File: config.mk
export PLATFORM = sky130hd
export DESIGN_NAME = soc_sram_arb2
export DESIGN_NICKNAME = d
export VERILOG_FILES = /design/src/rtl/soc_sram_arb2.sv
export SDC_FILE = /design/constraint.sdc
export NUM_CORES = 1
export LEC_CHECK = 0
export CORE_AREA = 2 2 99 101
export CTS_CLUSTER_DIAMETER = 100
export DETAILED_ROUTE_END_ITERATION = 10
export DIE_AREA = 0 0 101 103
export SLEW_MARGIN = 20
export SYNTH_ARGS = -nofsm -noshare
export SYNTH_HDL_FRONTEND = slang
export SYNTH_SLANG_ARGS = --single-unit
export TNS_END_PERCENT = 5
File: constraint.sdc
create_clock -name ahb4_clk_i -period 2 [get_ports ahb4_clk_i]
set_clock_uncertainty 0.2 [all_clocks]
set_input_delay 0.4 -clock ahb4_clk_i [delete_from_list [all_inputs] [get_ports ahb4_clk_i]]
set_output_delay 0.4 -clock ahb4_clk_i [all_outputs]
set_load 0.01 [all_outputs]
File: src/rtl/soc_sram_arb2.sv
// soc_sram_arb2: two-requester arbiter in front of a single-port synchronous SRAM.
// Grants are combinational. Simultaneous requests are resolved round-robin.
// Read data comes back one cycle after the grant and is tagged to its owner.
// Optional grant locking is compiled in with the macro SOC_SRAM_ARB_LOCK_EN.
module soc_sram_arb2 #(
  parameter  int unsigned XLEN    = 32,
  parameter  int unsigned WORD_AW = 12,
  localparam int unsigned SW      = XLEN / 8
) (
  input  logic               ahb4_clk_i,
  input  logic               ahb4_rst_i,

  input  logic               req0_ce_i,
  input  logic               req0_we_i,
  input  logic [WORD_AW-1:0] req0_addr_i,
  input  logic [XLEN-1:0]    req0_din_i,
  input  logic [SW-1:0]      req0_sel_i,
  input  logic               req0_lock_i,
  output logic               req0_gnt_o,
  output logic               req0_rvalid_o,
  output logic [XLEN-1:0]    req0_dout_o,

  input  logic               req1_ce_i,
  input  logic               req1_we_i,
  input  logic [WORD_AW-1:0] req1_addr_i,
  input  logic [XLEN-1:0]    req1_din_i,
  input  logic [SW-1:0]      req1_sel_i,
  input  logic               req1_lock_i,
  output logic               req1_gnt_o,
  output logic               req1_rvalid_o,
  output logic [XLEN-1:0]    req1_dout_o,

  output logic               sram_ce,
  output logic               sram_we,
  output logic [WORD_AW-1:0] sram_waddr,
  output logic [XLEN-1:0]    sram_din,
  output logic [SW-1:0]      sram_sel,
  input  logic [XLEN-1:0]    sram_dout
);

  // last_grant_q holds the index of the most recently granted requester
  logic       last_grant_q, last_grant_d;
  logic       rd_pend_q, rd_pend_d;
  logic       rd_owner_q, rd_owner_d;

  logic [1:0] req_c;
  logic [1:0] elig_c;
  logic [1:0] gnt_c;

  assign req_c = {req1_ce_i, req0_ce_i};

`ifdef SOC_SRAM_ARB_LOCK_EN
  logic lock_q, lock_d;
  logic lock_owner_q, lock_owner_d;
  logic lock_hold_c;

  // Lock stays in force only while the owner keeps its lock input high
  always_comb begin
    lock_hold_c = lock_q & (lock_owner_q ? req1_lock_i : req0_lock_i);
  end

  // A held lock masks the other requester out of arbitration
  always_comb begin
    elig_c = req_c;
    if (lock_hold_c) begin
      elig_c = lock_owner_q ? {req1_ce_i, 1'b0} : {1'b0, req0_ce_i};
    end
  end

  // Lock is (re)taken by whoever is granted with lock asserted
  always_comb begin
    lock_d       = lock_hold_c;
    lock_owner_d = lock_owner_q;
    if (gnt_c[0]) begin
      lock_d       = req0_lock_i;
      lock_owner_d = 1'b0;
    end else if (gnt_c[1]) begin
      lock_d       = req1_lock_i;
      lock_owner_d = 1'b1;
    end
  end

  // Lock state register
  always_ff @(posedge ahb4_clk_i) begin
    if (ahb4_rst_i) begin
      lock_q       <= 1'b0;
      lock_owner_q <= 1'b0;
    end else begin
      lock_q       <= lock_d;
      lock_owner_q <= lock_owner_d;
    end
  end
`else
  logic unused_lock_c;

  // Lock inputs have no effect in this build
  assign unused_lock_c = req0_lock_i ^ req1_lock_i;

  // Every requester is always eligible
  always_comb begin
    elig_c = req_c;
  end
`endif

  // Round-robin pick: on conflict the requester not granted last wins
  always_comb begin
    gnt_c = 2'b00;
    if (!ahb4_rst_i) begin
      if (elig_c == 2'b11) begin
        gnt_c = last_grant_q ? 2'b01 : 2'b10;
      end else begin
        gnt_c = elig_c;
      end
    end
  end

  assign req0_gnt_o = gnt_c[0];
  assign req1_gnt_o = gnt_c[1];

  // Steer the granted requester onto the SRAM port, zero when idle
  always_comb begin
    sram_ce    = gnt_c[0] | gnt_c[1];
    sram_we    = 1'b0;
    sram_waddr = '0;
    sram_din   = '0;
    sram_sel   = '0;
    if (gnt_c[0]) begin
      sram_we    = req0_we_i;
      sram_waddr = req0_addr_i;
      sram_din   = req0_din_i;
      sram_sel   = req0_sel_i;
    end else if (gnt_c[1]) begin
      sram_we    = req1_we_i;
      sram_waddr = req1_addr_i;
      sram_din   = req1_din_i;
      sram_sel   = req1_sel_i;
    end
  end

  // Next-state for round-robin pointer and read tracking
  always_comb begin
    last_grant_d = last_grant_q;
    rd_pend_d    = 1'b0;
    rd_owner_d   = rd_owner_q;
    if (gnt_c[0]) begin
      last_grant_d = 1'b0;
    end else if (gnt_c[1]) begin
      last_grant_d = 1'b1;
    end
    if (sram_ce && !sram_we) begin
      rd_pend_d  = 1'b1;
      rd_owner_d = gnt_c[1];
    end
  end

  // Arbiter state register; reset makes requester 0 win the first conflict
  always_ff @(posedge ahb4_clk_i) begin
    if (ahb4_rst_i) begin
      last_grant_q <= 1'b1;
      rd_pend_q    <= 1'b0;
      rd_owner_q   <= 1'b0;
    end else begin
      last_grant_q <= last_grant_d;
      rd_pend_q    <= rd_pend_d;
      rd_owner_q   <= rd_owner_d;
    end
  end

  // Read-valid goes to the owner of the previous cycle's read; suppressed in reset
  always_comb begin
    req0_rvalid_o = rd_pend_q & ~rd_owner_q & ~ahb4_rst_i;
    req1_rvalid_o = rd_pend_q &  rd_owner_q & ~ahb4_rst_i;
  end

  assign req0_dout_o = sram_dout;
  assign req1_dout_o = sram_dout;

endmodule

==> results.yml <==
setup_path:
  worstSetupStartpointType: "flop"
  reg2reg_depth: 5
  crit_start: "last_grant_q$_SDFFE_PP1P_"
  ff2ff_setup_slack_ns: 0.52
  cp_max_fo: 7
  reg2reg_from: "last_grant_q$_SDFFE_PP1P_"
  crit_arrival_ns: 1.52
  path_class: "reg -> out"
  r2r_end: "rd_pend_q$_SDFF_PP0_"
  endpoint_kind: "output pin"
  required_ns: 1.40
clock_tree:
  insertion_delay_ns: 0.22
  numCtsBuffers: 3
  cts_buffer_depth: 2
  clkSlewWorstSetupHoldPaths_ns: 0.03
  cts_root_buffer: "clkbuf_8"
  cts_tree: "done"
  postCtsHoldBufs: 0
  htreeDepth: 1
  cts_sinks: 3
detailed_routing:
  detail_route.wirelength_um: 5530
  initialDrtViolationCount: 28
  drc: 0
  avgViaCountPerCell: 3.85
  vias: 1403
  wl_per_cell_um: 15.2
  drt_first_pass_iters: 4
  ant_nets: 0
pwr:
  finalPower_uw: 760
  powerDensity_mw_per_mm2: 315
  p_leak_nw: 1.12
  ir_drop_mv: 0.545
yosys:
  yosysSeqAreaShare_pct: 4.98
  yosys-top-cells-area: "buf_4 40%, a22o_1 36%, buf_6 10%"
  yosysUniqueCellTypes: 15
  synth_commonest_cells: "64 x buf_4, 50 x a22o_1, 11 x buf_6"
  synth_cells: 144
  synth_top_area_share_pct: 39.8
  synth_top_area_cell: "buf_4"
  syn_area_mm2: 0.00121
  ys_seq_elements: 3
  synth_top_flop_cell: "dfxtp_1"
  ys_warn_count: 0
  async_flop_share_pct: 0
  synth_most_common_cell: "buf_4"
  avgSynthCellArea_um2: 8.38
  syn_nets: 280
  synth_enable_flop_cells: 0
floorplan:
  die-width_um: 101
  die_area_mm2: 0.0104
  rows: 36
  start_util_pct: 12.8
  die_y_um: 103
  coreArea_mm2: 0.00946
  pin_count: 254
run:
  drv_cap: 0
hold_path:
  hp-class: "in -> reg"
  min_from: "ahb4_rst_i"
  holdPathStages: 3
  hold_end: "rd_owner_q$_SDFFE_PP0P_"
timing:
  setup_slack_ns: -0.123
  worst_pin_slew_ns: 0.205
  hold-worst-slack_ns: 0.335
  final.period_utilization_pct: 106
  fmax_mhz: 471
  fin_tns_setup_ns: -4.43
  relSlewSlack_pct: 86.2
  period_needed_ns: 2.12
  slew_violations: 0
  setup_violations: 49
  grt_setup_unrepaired: "true"
  hold_viol_final: 0
global_route:
  grt.total_usage_pct: 9.36
  antenna_found_initial: 0
  grt_max_degree: 22
  grt_pass1_vias: 1360
  grt_pass1_wl_um: 7560
  grt_overflow: 0
status:
  status: "finished with violations"
  violations: "negative setup slack"
placed_design:
  gp_congestion: 0.775
  portBuffers: 155
  dpl_worst_slack_ns: -0.849
  dpl.hpwl_um: 4120
finish:
  drive_gt1_share_pct: 33.6
  fin_util_pct: 25.5
  antenna_cells: 0
  final_nets: 387
  areaGrowthSynthToFinish_pct: 100
-- per-stage QoR --
step / cells / instance area [µm²]
after global routing: 364 / 2410
after floorplan: 144 / 1210
after global placement: 348 / 2420
final: 364 / 2410
after CTS: 364 / 2410
after detailed placement: 348 / 2420
-- power by group --
| group | switching [mW] | total, mW | leakage [nW] | internal (mW) |
|---|---|---|---|---|
| sequential | 0.00298 | 0.0675 | 0.0245 | 0.0645 |
| combinational | 0.175 | 0.513 | 1.07 | 0.339 |
| clock | 0.0431 | 0.179 | 0.0228 | 0.136 |
-- logic make-up (layout without fill, tap and decap cells) --
logic type,Yosys count,count (layout),share of synthesized area (%)
flip-flops,3,3,4.98
buffers and inverters,77,183,50.7
AO/OA/AOI/OAI,53,53,37.6
AND/OR/NAND/NOR,11,11,6.74
-- registers in the layout, indices dropped and copies added, names as in the netlist --
register	count
rd_pend_q	1
last_grant_q	1
rd_owner_q	1
-- routing by layer --
layer  share of wire [%]  GRT usage, %  wire (µm)
met1                  41          11.8       2270
met2                  50          14.9       2740
met3                 7.9          3.05        437
met4                 1.5          3.53         84
met5                   0             0          0
-- final cells by class --
cell class	instances	area (µm²)
Multi-Input combinational cell	64	541
Fill cell	1046	7050
Clock buffer	4	45.0
Sequential cell	3	61.3
Timing Repair Buffer	177	1620
Tap cell	114	143
Inverter	2	7.51
-- critical path, cell delays in order (launching register included) --
cell	delay [ns]
dfxtp_2	0.34
nand2_2	0.06
and3b_2	0.25
buf_6	0.15
buf_16	0.13
a22o_1	0.22
buf_2	0.14
-- repair_timing --
item / in CTS / in global routing
buffers inserted: 8 / 0
resized for setup: 229 / 2
cloned: 4 / 0
pin swaps: 39 / 4
endpoints found under the setup margin: 54 / 51
-- worst max-delay path by stage --
stage	slack [ns]	endpoint
2_1_floorplan	0.18	sram_waddr[1]
3_3_place_gp	-0.84	sram_din[7]
3_5_place_dp	-0.85	sram_din[7]
4_1_cts	-0.13	sram_din[7]
5_1_grt	-0.20	sram_din[7]
6_report	-0.12	sram_din[7]
-- cells in the final DEF (no fill, tap or decap), types with 3 or more instances in the layout --
cell type / Yosys / final
clkbuf_8: 0 / 3
buf_16: 0 / 3
buf_4: 64 / 9
clkdlybuf4s50_1: 0 / 99
buf_2: 0 / 50
buf_6: 11 / 8
buf_12: 0 / 4
a22o_1: 50 / 50
Note: power is estimated with default switching activity, not from simulation.
